===== src/rtl/keypad_key_fifo.sv =====
// Debounces the keypad scanner output and turns each new stable press into one event.
// Events are queued in a small first-word-fall-through FIFO with a sticky overflow flag.
module keypad_key_fifo #(
  parameter int STABLE_CYCLES = 250000,
  parameter int DEPTH         = 8,
  parameter int CNT_W         = 18
) (
  input  logic                     clk,
  input  logic                     rst,
  input  logic [4:0]               key_in,
  input  logic                     rd_en,
  input  logic                     ovf_clr,
  output logic [3:0]               rd_data,
  output logic                     empty,
  output logic                     full,
  output logic [$clog2(DEPTH):0]   count,
  output logic                     overflow,
  output logic                     key_held,
  output logic [3:0]               key_code
);

  localparam int PTR_W = $clog2(DEPTH);
  localparam logic [CNT_W-1:0] CNT_MAX  = CNT_W'(STABLE_CYCLES - 1);
  localparam logic [PTR_W:0]   FULL_CNT = (PTR_W + 1)'(DEPTH);

  logic [4:0]       cand;
  logic [4:0]       stable;
  logic [4:0]       stable_prev;
  logic [CNT_W-1:0] cnt;

  logic [3:0]       mem [DEPTH];
  logic [PTR_W-1:0] wr_ptr;
  logic [PTR_W-1:0] rd_ptr;

  logic push;
  logic pop;
  logic wr;
  logic drop;

  always_ff @(posedge clk) begin
    if (rst) begin
      cand        <= '0;
      cnt         <= '0;
      stable      <= '0;
      stable_prev <= '0;
    end else begin
      stable_prev <= stable;
      if (key_in != cand) begin
        cand <= key_in;
        cnt  <= '0;
      end else if (cnt == CNT_MAX) begin
        stable <= cand;
      end else begin
        cnt <= cnt + 1'b1;
      end
    end
  end

  // A press is new if the flag just rose or the code changed while still pressed.
  always_comb begin
    push = stable[4] && (!stable_prev[4] || (stable[3:0] != stable_prev[3:0]));
    pop  = rd_en && !empty;
    wr   = push && (!full || pop);
    drop = push && full && !pop;
  end

  always_ff @(posedge clk) begin
    if (wr) begin
      mem[wr_ptr] <= stable[3:0];
    end
  end

  always_ff @(posedge clk) begin
    if (rst) begin
      wr_ptr   <= '0;
      rd_ptr   <= '0;
      count    <= '0;
      overflow <= 1'b0;
    end else begin
      if (wr) begin
        wr_ptr <= wr_ptr + 1'b1;
      end
      if (pop) begin
        rd_ptr <= rd_ptr + 1'b1;
      end
      case ({wr, pop})
        2'b10:   count <= count + 1'b1;
        2'b01:   count <= count - 1'b1;
        default: count <= count;
      endcase
      if (drop) begin
        overflow <= 1'b1;
      end else if (ovf_clr) begin
        overflow <= 1'b0;
      end
    end
  end

  always_comb begin
    empty    = (count == '0);
    full     = (count == FULL_CNT);
    rd_data  = empty ? '0 : mem[rd_ptr];
    key_held = stable[4];
    key_code = stable[3:0];
  end

endmodule


===== config.mk =====
export PLATFORM = sky130hd
export DESIGN_NAME = keypad_key_fifo
export DESIGN_NICKNAME = d
export VERILOG_FILES = /design/src/rtl/keypad_key_fifo.sv
export SDC_FILE = /design/constraint.sdc
export NUM_CORES = 1
export LEC_CHECK = 0
export ABC_AREA = 1
export BUFFER_PORTS_ARGS = -buffer_cell sky130_fd_sc_hd__clkbuf_2
export CAP_MARGIN = 20
export CORE_MARGIN = 5
export CORE_UTILIZATION = 54
export DETAILED_ROUTE_END_ITERATION = 16
export PLACE_DENSITY = 0.75
export SLEW_MARGIN = 10
export SYNTH_ARGS = -nofsm -noshare
export SYNTH_HDL_FRONTEND = slang
export SYNTH_SLANG_ARGS = --single-unit

===== constraint.sdc =====
create_clock -name clk -period 1.95 [get_ports clk]
set_input_delay 0.39 -clock clk [delete_from_list [all_inputs] [get_ports clk]]
set_output_delay 0.39 -clock clk [all_outputs]
set_load 0.005 [all_outputs]

Word level (Yosys, flattened, before mapping)

Memories as Yosys holds them, arrays and structs flattened. A register that Yosys moved wholly into a read port is not among the register bits.
Cells that the tools add are included.

Memories kept: 1
Memory bits (writable): 32
Bits in registers: 44
Bits of input ports: 9
Word-level logic and storage cells: 45
Output and inout port bits: 16

Memory list:

| name | depth | bits a word | read ports | clocked after memory_dff | wr ports | RTL line | RTL |
|---|---|---|---|---|---|---|---|
| mem  | 8     | 4           | 1          | 1                        | 1        | 31       | `logic [3:0] mem [DEPTH];` |

Bitwise gates (word level): 1
Reduce and logical (&&, ||, !) cells: 16
Muxes and demuxes: 8
Equality and inequality tests: 6
Add/sub/neg operators: 5

Operator list:

| kind                    | count |
|---|---|
| $add A18 B1 Y18 const B | 1 |
| $eq A18 B18 Y1 const B  | 1 |
| $pmux W4 S2             | 1 |
| $add A3 B1 Y3 const B   | 2 |
| $mux W3                 | 2 |
| $logic_and A1 B1 Y1     | 5 |
| $ne A5 B5 Y1            | 1 |
| $add A4 B1 Y4 const B   | 1 |
| $eq A4 B4 Y1 const B    | 1 |
| $logic_not A1 Y1        | 4 |
| $logic_not A4 Y1        | 1 |
| $mux W1                 | 4 |
| $mux W4                 | 1 |
| $ne A4 B4 Y1            | 1 |
| $reduce_bool A2 Y1      | 2 |
| $sub A4 B1 Y4 const B   | 1 |
| $eq A2 B1 Y1 const B    | 1 |
| $eq A2 B2 Y1 const B    | 1 |
| $logic_or A1 B1 Y1      | 2 |
| $reduce_and A2 Y1       | 1 |
| $reduce_or A2 Y1        | 1 |
| $not A1 Y1              | 1 |

Logic depth before layout (Yosys ltp)

Gate-level depths: netlist of the first run.

Depth in word-level cells: 7
Mapped depth: 17
Gate-level depth less buffers: 17

Least setup slack after synthesis of the first run

No wires, ideal clock.

Path kind: register to register
Start: reg stable[0]
End: reg count[3]
Path slack: -91 ps
Path buffers: 0
Setup time: 115 ps
Clock period less this slack: 2041 ps
Arrival: 1926 ps
Stages on the path, launching flop included: 18
Required time: 1835 ps
Cell sequence: dfxtp_1 inv_1 nand2_1 nand3_1 nor2_1 nand2_1 nand2_1 nand2_1 inv_1 ha_1 nand2_1 nor2_1 a211oi_1 nand2_1 nand2_1 nand3_1 nand2_1 nor2_1

Longest elaborated chain between the ends: 6
Elaborated cells between the ends (all ways): 8
Those cells by class: eq/ne: 3; mux: 1; reduce/logical: 4

Ends and longest elaborated chain:

| item                                              | RTL line | RTL |
|---|---|---|
| from (decl)                                       | 27       | `logic [4:0] stable;` |
| from (signal assigned)                            | 52       | `stable <= cand;` |
| $ne A4 B4 Y1 *                                    | 61       | `push = stable[4] && (!stable_prev[4] \|\| (stable[3:0] != stable_prev[3:0]));` |
| $logic_or A1 B1 Y1 *                              | 61       |  |
| $logic_and A1 B1 Y1 *                             | 61       |  |
| $logic_and A1 B1 Y1 *                             | 63       | `wr = push && (!full \|\| pop);` |
| $eq A2 B1 Y1 or $eq A2 B2 Y1 (tied branches)      | 86       | `case ({wr, pop})` |
| $pmux W4 S2 or $reduce_bool A2 Y1 (tied branches) | --       |  |
| to (signal assigned)                              | 87       | `2'b10: count <= count + 1'b1;` |
| to (signal assigned)                              | 88       | `2'b01: count <= count - 1'b1;` |
| to (signal assigned)                              | 89       | `default: count <= count;` |
| to (decl)                                         | 16       | `output logic [$clog2(DEPTH):0] count,` |

Every way passes the cells marked *; elsewhere a longest branch is shown, timed or not.
A chain may end at the register's enable or synchronous reset.

Final worst setup path of the first run

Ends and elaborated chain as after synthesis.

==> results_dict.tcl, run 1 <==
set metrics [dict create \
    cp_cell_sequence "inv_2, nand2_1, nand3_1, nor2_1, nand2_1, nand2_2, nand2_2, inv_4, ha_4, nand2_2, nor2_2, a211oi_2, nand2_1, nand2_1, nand3_1, nand2_1, nor2_1" \
    leakage_nw 1.79 \
    clk_pin_slew_ns 0.08 \
    finalPower_mw 3.05 \
    rrSetupSlack_ns -0.02 \
    p_seq_share_pct 56.0 \
    rsz0062_at_grt "true" \
    worst_slack_ns -0.0178 \
    fillCellCount 518 \
    setup_violations 1 \
    cp_slowest_cell "dfxtp_2" \
    regToRegStartpoint "stable[0]" \
    violations "negative setup slack" \
    hold_viol 0 \
    port_buffers 24 \
    fin_crit_ns 1.97 \
    drtAntennaViolNets 0 \
    switchingPower_mw 0.608 \
    dr.pass1.iters 4 \
    die_w_um 90.8 \
    cts_tree "yes" \
    initial_utilization_pct 55.5 \
    netlist_area_um2 3520 \
    grt_usage_pct 18.3 \
    timing_worst_slew_pin_value_ns 0.465 \
    wire_per_inst_um 13.2 \
    max_cap_violations 0 \
    min_path_cells 3 \
    cts_max_path_buffers 2 \
    synth_cells 409 \
    routed_wl_um 7230 \
    worstPathArrival_ns 2.22 \
    p_int_mw 2.44 \
    synth_cell_types 34 \
    avgSynthCellArea_um2 8.61 \
    r2r.worst_path.cells 17 \
    design.die.area_um2 8240 \
    peakVddDrop_mv 0.542 \
    core_area_um2 6350 \
    crit_path_end_kind "flop" \
    synth-seq-area-share_pct 54.0 \
    outcome "finished, violations left" \
    clock_skew_ns 0.00886 \
    final_nets 479 \
    cts_root_buf "clkbuf_8" \
    h-tree-depth 3 \
    crit_type "reg -> reg" \
    die_y_um 90.8 \
    synth-seq-cells 79 \
    critPathMaxFanout 3 \
    rows 29 \
    cp_top_family "simple AND/OR/NAND/NOR gates" \
    final-max-slew-violation-count 0 \
    grt_max_degree 17 \
    max_stage_delay_ns 0.35 \
    grt_pass1_wl_um 12100 \
    worstHoldStart "key_in[2]" \
    clock_latency_ns 0.35 \
    ios 25 \
    cts_sinks 79 \
    drcViolationCount 0 \
    area_delta_synth_final_pct 21.0 \
    pwr-share-clk_pct 42.4 \
    fmax_mhz 508 \
    crit_required_ns 2.20 \
    share_comb_of_total_power_pct 1.6 \
    antenna_cells 0 \
    cp_num_buf_inv 2 \
    yosys_warnings 0 \
    antenna_found_initial 0 \
    hpwl_um 5160 \
    powerDensity_nw_per_um2 716 \
    drive_above_1_share_pct 24.1 \
    vias_per_cell 5.10 \
    first_global_vias 2770 \
    finalNonFillerCells 546 \
    dp.cells 525 \
    pre_cts_slack_ns -0.0289 \
    gr-total-overflow 0 \
    switching_share_pct 20.0 \
    max-slew-margin-rel_pct 69.0 \
    r2r-end "count[3]" \
    syn-num-nets 424 \
    hold_end "cand[2]" \
    num_vias 2782 \
    gp_congestion 0.857 \
    worst_setup_path_start_kind "flop" \
    cts_buffers 9 \
    finish.utilization_pct 67.1 \
    hold_path_class "in -> reg" \
    timing.final.crit_share_pct 101 \
    critPathMostFrequentCell "nand2_1" \
    holdWs_ns 0.252 \
    drtIter0Drc 115 \
]
==> synthesized netlist by cell type (all sizes together) <==
master / count / area [um^2]
nand3b: 1 / 7.51
nand4: 8 / 50.1
xor2: 6 / 52.6
nand2: 63 / 239
nand3: 15 / 90.1
inv: 55 / 206
nor3b: 2 / 25.0
buf: 4 / 22.5
nor4: 2 / 18.8
a21oi: 18 / 93.8
dfxtp: 47 / 941
edfxtp: 32 / 961
nor3: 6 / 56.3
ha: 5 / 62.6
nor2: 92 / 368
fa: 1 / 20.0
clkinv: 2 / 10.0
o21a: 2 / 15.0
a211oi: 2 / 15.0
o32ai: 8 / 70.1
clkbuf: 4 / 16.3
o21ai: 31 / 155
xnor2: 3 / 26.3
==> through the flow <==
step | setup TNS (ns) | cell area, um^2
after floorplan | 0 | 3530
after global placement | 0 | 3880
after detailed placement | -0.0289 | 3880
after CTS | 0 | 4150
after global routing | -0.314 | 4260
final | -0.0178 | 4260
==> kinds of logic (layout without fill, tap and decap cells) <==
kind of cell	Yosys count	count (layout)	share of synthesized area (%)
buffers and inverters	65	125	7.25
adders and majority gates	6	6	2.34
xor gates and xnor gates	9	9	2.24
DFF	79	79	54.0
and+or+nand+nor	189	189	24.3
AOI/OAI and AO/OA	61	61	9.91
==> routing by layer <==
metal	track usage [%]	wire length [um]	vias to the layer above
met4	9.18	164	0
met2	32.6	3770	35
met1	20.5	3080	1280
met5	0	0	-
met3	3.50	220	14
li1	-	-	1453
==> how the worst max path moves through the flow <==
stage              start       end  slack (ns)  depth (start not counted)
3_5_place_dp   stable[0]  count[3]       -0.03                         17
5_1_grt        stable[0]  count[3]       -0.15                         17
4_1_cts        stable[0]  count[3]        0.02                         17
3_3_place_gp   stable[1]  count[3]        0.07                         15
2_1_floorplan   count[0]  count[3]        0.02                         15
6_report       stable[0]  count[3]       -0.02                         17
==> final cells by class <==
cell class                      instances  area (um^2)  area share, %
Clock inverter                          6         85.1           2.00
Sequential cell                        79         1920           45.0
Multi-Input combinational cell        265         1470           34.4
Tap cell                               77         96.3           2.26
Timing Repair Buffer                   52          345           8.11
Inverter                               57          221           5.20
Clock buffer                           10          128           3.00
==> worst min-delay path: stages <==
cell and delay [ns]:
clkbuf_2 0.09, inv_1 0.05, nor2_1 0.03
==> sequential cells by signal, indices dropped and copies added (netlist names), named ones only <==
name         count
mem             32
cnt             18
cand             5
stable           5
stable_prev      5
count            4
rd_ptr           3
wr_ptr           3
overflow         1
==> power groups by stage <==
stage          clock network [mW]  logic (mW)  registers (mW)
5_1_grt                      1.40      0.0552            1.71
3_5_place_dp                    0      0.0480            1.75
2_1_floorplan                   0      0.0306            1.75
6_report                     1.29      0.0478            1.71
4_1_cts                      1.32      0.0485            1.71
3_3_place_gp                    0      0.0474            1.75
==> layout by cell type (no fill, tap or decap), types with 3 or more instances in the layout <==
cell / synthesis / layout
nand2_1: 62 / 59
inv_2: 3 / 4
nand2_2: 1 / 4
nor3_2: 3 / 3
o21ai_1: 0 / 4
clkbuf_2: 1 / 21
nor2_1: 87 / 83
nand3_1: 12 / 12
ha_1: 5 / 3
a21oi_1: 17 / 17
dfxtp_4: 0 / 3
xor2_1: 6 / 6
edfxtp_1: 32 / 32
nand4_1: 8 / 8
dfxtp_2: 0 / 3
clkinv_2: 2 / 3
xnor2_1: 3 / 3
o32ai_2: 0 / 6
nor2_4: 2 / 4
nor2_2: 3 / 5
o21ai_0: 31 / 27
dfxtp_1: 47 / 41
clkbuf_8: 0 / 9
buf_4: 1 / 25
inv_1: 52 / 49
buf_2: 3 / 3
nand3_2: 3 / 3
==> repair_timing <==
action,4_1_cts,5_1_grt
hold endpoints to repair,0,0
cloned,1,0
hold buffers,0,0
endpoints found under the setup margin,5,11
gates resized for setup,10,29
pin swaps,0,19
setup buffers,1,3
Note: power is estimated with default switching activity, not from simulation.
==> run 2: changes to the inputs <==
--- a/config.mk
+++ b/config.mk
@@ -9,9 +9,9 @@
 export BUFFER_PORTS_ARGS = -buffer_cell sky130_fd_sc_hd__clkbuf_2
 export CAP_MARGIN = 20
 export CORE_MARGIN = 5
-export CORE_UTILIZATION = 54
+export CORE_UTILIZATION = 45
+export CTS_CLUSTER_SIZE = 25
 export DETAILED_ROUTE_END_ITERATION = 16
-export PLACE_DENSITY = 0.75
 export SLEW_MARGIN = 10
 export SYNTH_ARGS = -nofsm -noshare
 export SYNTH_HDL_FRONTEND = slang
==> run 2 against run 1 <==
  * The run now ends clean
  * Routed wire length down 0.64%
  * First-iteration DRC count up 7.0%
  * Sequential power about the same
  * Maximum frequency up 3.6%
  * Design area up 1.0%
  * Via count about the same
  * Critical path type is now reg -> out
  * Largest cell class unchanged
  * Highest routed layer unchanged
==> results_dict.tcl, run 2 (synthesis gave the netlist of run 1 again) <==
set metrics [dict create \
    outcome "completed" \
    antenna_cells 0 \
    crit_required_ns 1.56 \
    max_cap_violations 0 \
    switching_share_pct 20.3 \
    worst_slack_ns 0.0515 \
    rrSetupSlack_ns 0.06 \
    peakVddDrop_mv 0.536 \
    initial_utilization_pct 45.8 \
    num_vias 2783 \
    cts_sinks 79 \
    gp_congestion 0.817 \
    powerDensity_nw_per_um2 697 \
    setup_violations 0 \
    drtIter0Drc 123 \
    design_area_um2 4300 \
    die_w_um 98.5 \
    worstHoldStart "key_in[3]" \
    largest_registers "mem (32), cnt (18)" \
    port_buffers 24 \
    cp_cell_sequence "buf_4, nor2_1, o32ai_2, o21ai_1, nor2_1, buf_2" \
    grt_usage_pct 15.2 \
    clk_pin_slew_ns 0.08 \
    hold_buffers 0 \
    cp_top_family "flip-flops" \
    hold_end "cand[3]" \
    area_delta_synth_final_pct 22.2 \
    timing_worst_slew_pin_value_ns 0.449 \
    final_cell_mix "82 x nor2_1, 58 x nand2_1, 48 x inv_1" \
    drive_above_1_share_pct 25.5 \
    largest_reg_flops 32 \
    vias_per_cell 4.90 \
    design.die.area_um2 9700 \
    fmax_mhz 527 \
    max-slew-margin-rel_pct 70.0 \
    drcViolationCount 0 \
    pwr-share-clk_pct 41.5 \
    critPathMaxFanout 6 \
    final_nets 476 \
    hold_path_class "in -> reg" \
    cts_tree "yes" \
    p_seq_share_pct 57.0 \
    ios 25 \
    crit_path_end_kind "output port" \
    max_stage_delay_ns 0.39 \
    timing.final.crit_share_pct 97.4 \
    finalSetupTns_ns 0 \
    dr.pass1.iters 4 \
    worst_setup_path_start_kind "flop" \
    switchingPower_mw 0.610 \
    die_y_um 98.5 \
    cts_max_path_buffers 2 \
    p_int_mw 2.39 \
    fin_crit_ns 1.90 \
    crit_type "reg -> out" \
    leakage_nw 1.80 \
    cp_slowest_cell "dfxtp_4" \
    gr-total-overflow 0 \
    cts_buffers 9 \
    regToRegStartpoint "stable[0]" \
    grt_pass1_wl_um 11900 \
    final-max-slew-violation-count 0 \
    grt_max_degree 17 \
    clock_skew_ns 0.0149 \
    critPathMostFrequentCell "nor2_1" \
    h-tree-depth 3 \
    first_global_vias 2734 \
    rows 32 \
    hold_viol 0 \
    finish.utilization_pct 56.0 \
    r2r.worst_path.cells 17 \
    holdWs_ns 0.253 \
    min_path_cells 3 \
    r2r-end "count[3]" \
    cts_root_buf "clkbuf_8" \
    clock_latency_ns 0.34 \
    final_common_cell "nor2_1" \
    wire_per_inst_um 12.7 \
    placed_area_um2 3910 \
    pre_cts_slack_ns -0.0215 \
    share_comb_of_total_power_pct 1.5 \
    routed_wl_um 7190 \
    cp_num_buf_inv 2 \
    top_register "mem" \
    antenna_found_initial 0 \
    drtAntennaViolNets 0 \
    hpwl_um 5060 \
    worstPathArrival_ns 1.51 \
    core_area_um2 7690 \
    rsz0062_at_grt "true" \
]
==> run 2: cell types whose count changed in the layout (fill, tap and decap cells not counted), moves of 2 or more <==
cell	delta
dfxtp_2	+2
o32ai_1	-2
clkbuf_16	+2
o21ai_1	+3
clkinv_2	+2
nor2_2	+2
o21ai_0	-3
o32ai_2	+2
buf_4	-3
==> run 2: what timing repair did <==
item,4_1_cts,5_1_grt
pin swaps,0,18
endpoints found under the setup margin,5,10
setup buffers,0,3
gates cloned,0,1
gates resized for setup,6,39
==> run 2: layer usage <==
layer	track usage (%)	vias to the layer above	routed length (um)
li1	-	1436	-
met1	18.2	1298	3200
met2	25.6	37	3630
met3	5.02	12	268
met4	5.15	0	93
met5	0	-	0
==> run 2: cell type report <==
type                    instances  area [um^2]
fillers                       721         3380
flip-flops and latches         79         1920
multi-input cells             265         1490
repair buffers                 49          342
inverters                      57          221
clock buffers                  11          153
well taps                     102          128
clock inverters                 5         53.8
==> run 2: worst register-to-register path, cell delays in order, from the launching register on <==
cell and delay (ns):
dfxtp_2 0.36, inv_2 0.04, nand2_1 0.05, nand3_1 0.06
nor2_1 0.10, nand2_1 0.08, nand2_2 0.09, nand2_2 0.08
inv_4 0.08, ha_4 0.21, nand2_2 0.07, nor2_2 0.04
a211oi_2 0.22, nand2_1 0.09, nand2_2 0.09, nand3_2 0.06
nand2_1 0.06, nor2_1 0.05
==> run 2: how the worst max path moves through the flow <==
stage,from,to,slack [ns],cells past startpoint
after floorplan,count[0],count[3],0.02,15
after global placement,stable[1],count[3],0.07,15
after global routing,stable[0],count[3],-0.11,17
after detailed placement,stable[1],count[3],-0.02,15
after CTS,flop,rd_data[1],-0.005,7
final,flop,rd_data[1],0.05,6
==> run 2: power groups by stage <==
stage	clock, mW	sequential, mW	combinational (mW)
after floorplan	0	1.75	0.0306
after global placement	0	1.75	0.0462
after detailed placement	0	1.75	0.0467
after CTS	1.28	1.71	0.0469
after global routing	1.36	1.71	0.0532
final	1.24	1.71	0.0462
==> run 2: per-stage QoR <==
step                      instances  total power [mW]
final                           568              3.00
after global routing            568              3.12
after CTS                       564              3.04
after detailed placement        548              1.80
after global placement          548              1.80
after floorplan                 409              1.78
==> run 3: changes to the inputs <==
--- a/config.mk
+++ b/config.mk
@@ -8,10 +8,13 @@
 export ABC_AREA = 1
 export BUFFER_PORTS_ARGS = -buffer_cell sky130_fd_sc_hd__clkbuf_2
 export CAP_MARGIN = 20
+export CELL_PAD_IN_SITES_DETAIL_PLACEMENT = 0
+export CELL_PAD_IN_SITES_GLOBAL_PLACEMENT = 1
 export CORE_MARGIN = 5
-export CORE_UTILIZATION = 45
+export CORE_UTILIZATION = 41
 export CTS_CLUSTER_SIZE = 25
 export DETAILED_ROUTE_END_ITERATION = 16
+export PLACE_DENSITY_LB_ADDON = 0.1
 export SLEW_MARGIN = 10
 export SYNTH_ARGS = -nofsm -noshare
 export SYNTH_HDL_FRONTEND = slang
==> run 3 against run 2 <==
  * Worst setup slack lost 0.018 ns
  * Total power grew 1.4%
  * Sequential share of layout area shrank 0.57 points
  * Maximum frequency shrank 0.93%
  * Design area grew 1.4%
  * Critical path depth grew 11
  * Combinational power is essentially flat
  * Clock skew shrank 0.0033 ns
  * Hold slack lost 0.0097 ns
  * First-iteration DRC count shrank 33%
  * Largest power group unchanged
  * Sequential cell count is the same
==> results_dict.tcl, run 3 (synthesis gave the netlist of run 1 again) <==
set metrics [dict create \
    outcome "completed" \
    die_y_um 103 \
    vias_per_cell 4.76 \
    drtAntennaViolNets 0 \
    switching_share_pct 21.3 \
    grt_usage_pct 14.4 \
    clock_latency_ns 0.35 \
    largest_registers "mem (32), cnt (18)" \
    dr.pass1.iters 4 \
    cts_tree "yes" \
    crit_path_end_kind "flop" \
    p_seq_share_pct 56.1 \
    hold_path_class "in -> reg" \
    cts_root_buf "clkbuf_8" \
    wire_per_inst_um 12.6 \
    clk_pin_slew_ns 0.09 \
    first_global_vias 2522 \
    final-max-slew-violation-count 0 \
    antenna_cells 0 \
    ios 25 \
    hold_viol 0 \
    p_int_mw 2.40 \
    drtIter0Drc 83 \
    gr-total-overflow 0 \
    placed_area_um2 3950 \
    design.die.area_um2 10500 \
    gp_congestion 0.777 \
    cts_max_path_buffers 2 \
    final_nets 479 \
    share_comb_of_total_power_pct 1.5 \
    antenna_found_initial 0 \
    finalPower_mw 3.04 \
    num_vias 2732 \
    design_area_um2 4360 \
    cts_sinks 79 \
    largest_reg_flops 32 \
    powerDensity_nw_per_um2 697 \
    pwr-share-clk_pct 42.3 \
    drive_above_1_share_pct 27.1 \
    area_delta_synth_final_pct 23.9 \
    core_area_um2 8300 \
    cts_buffers 9 \
    rsz0062_at_grt "true" \
    grt_max_degree 17 \
    fin_crit_ns 1.92 \
    die_w_um 103 \
    max_cap_violations 0 \
    hold_buffers 0 \
    switchingPower_mw 0.647 \
    routed_wl_um 7220 \
    top_register "mem" \
    clock_skew_ns 0.0117 \
    max-slew-margin-rel_pct 66.6 \
    final_common_cell "nor2_1" \
    worst_setup_path_start_kind "flop" \
    rows 33 \
    drcViolationCount 0 \
    grt_pass1_wl_um 11800 \
    fmax_mhz 522 \
    timing_worst_slew_pin_value_ns 0.496 \
    h-tree-depth 3 \
    port_buffers 24 \
    holdWs_ns 0.244 \
    setup_violations 0 \
    leakage_nw 1.82 \
    hpwl_um 5160 \
    finalSetupTns_ns 0 \
    finalNonFillerCells 574 \
    crit_type "reg -> reg" \
    initial_utilization_pct 42.4 \
    final_cell_mix "78 x nor2_1, 56 x nand2_1, 49 x inv_1" \
    dp.cells 555 \
    crit_required_ns 2.20 \
    critPathMaxFanout 4 \
    peakVddDrop_mv 0.370 \
    worstPathArrival_ns 2.17 \
    timing.final.crit_share_pct 98.3 \
]
==> run 3: path summary, 6_finish.rpt <==
kind,start,end,slack (ns),cells past startpoint
min reg2reg,stable[3],stable_prev[3],0.46,2
max reg2reg,stable[0],count[3],0.03,17
min,key_in[4],cand[4],0.24,3
max,stable[0],count[3],0.03,17
==> run 3: power groups by stage <==
| stage | logic (mW) | registers, mW | clock network [mW] |
|---|---|---|---|
| 2_1_floorplan | 0.0306 | 1.75 | 0 |
| 3_3_place_gp | 0.0469 | 1.75 | 0 |
| 3_5_place_dp | 0.0477 | 1.75 | 0 |
| 4_1_cts | 0.0478 | 1.71 | 1.33 |
| 5_1_grt | 0.0547 | 1.71 | 1.39 |
| 6_report | 0.0464 | 1.71 | 1.29 |
==> run 3: cell type report <==
class,count,area [um^2]
clock buffers,10,149
clock inverters,6,65.1
fillers,786,3940
inverters,57,221
multi-input cells,265,1510
flip-flops and latches,79,1920
well taps,105,131
repair buffers,52,368
==> run 3: stage by stage <==
stage	setup slack [ns]	util, %
after floorplan	0.0237	-
after global placement	0.0841	47.5
after detailed placement	0.0164	47.5
after CTS	0.000489	50.7
after global routing	-0.155	52.6
final	0.0336	52.6
==> run 3: repair_timing <==
| action | 4_1_cts | 5_1_grt |
|---|---|---|
| setup endpoints to repair | 5 | 21 |
| setup buffers | 0 | 2 |
| resized for setup | 11 | 38 |
| gates cloned | 0 | 1 |
| pin swaps | 0 | 12 |
==> run 3: routing by layer <==
layer	track usage, %	vias up	wire, um
li1	-	1454	-
met1	19.6	1232	3560
met2	22.4	37	3320
met3	2.37	9	221
met4	6.66	0	122
met5	0	-	0
==> run 3: worst max-delay path: stages, from the launching register on <==
cell and delay, ns:
dfxtp_2 0.37, inv_2 0.04, nand2_1 0.05, nand3_1 0.06, nor2_1 0.11, nand2_1 0.09
nand2_2 0.10, nand2_4 0.06, inv_4 0.07, ha_4 0.21, nand2_2 0.06, nor2_2 0.03
a211oi_2 0.22, nand2_1 0.09, nand2_2 0.09, nand3_2 0.06, nand2_1 0.05, nor2_1 0.05
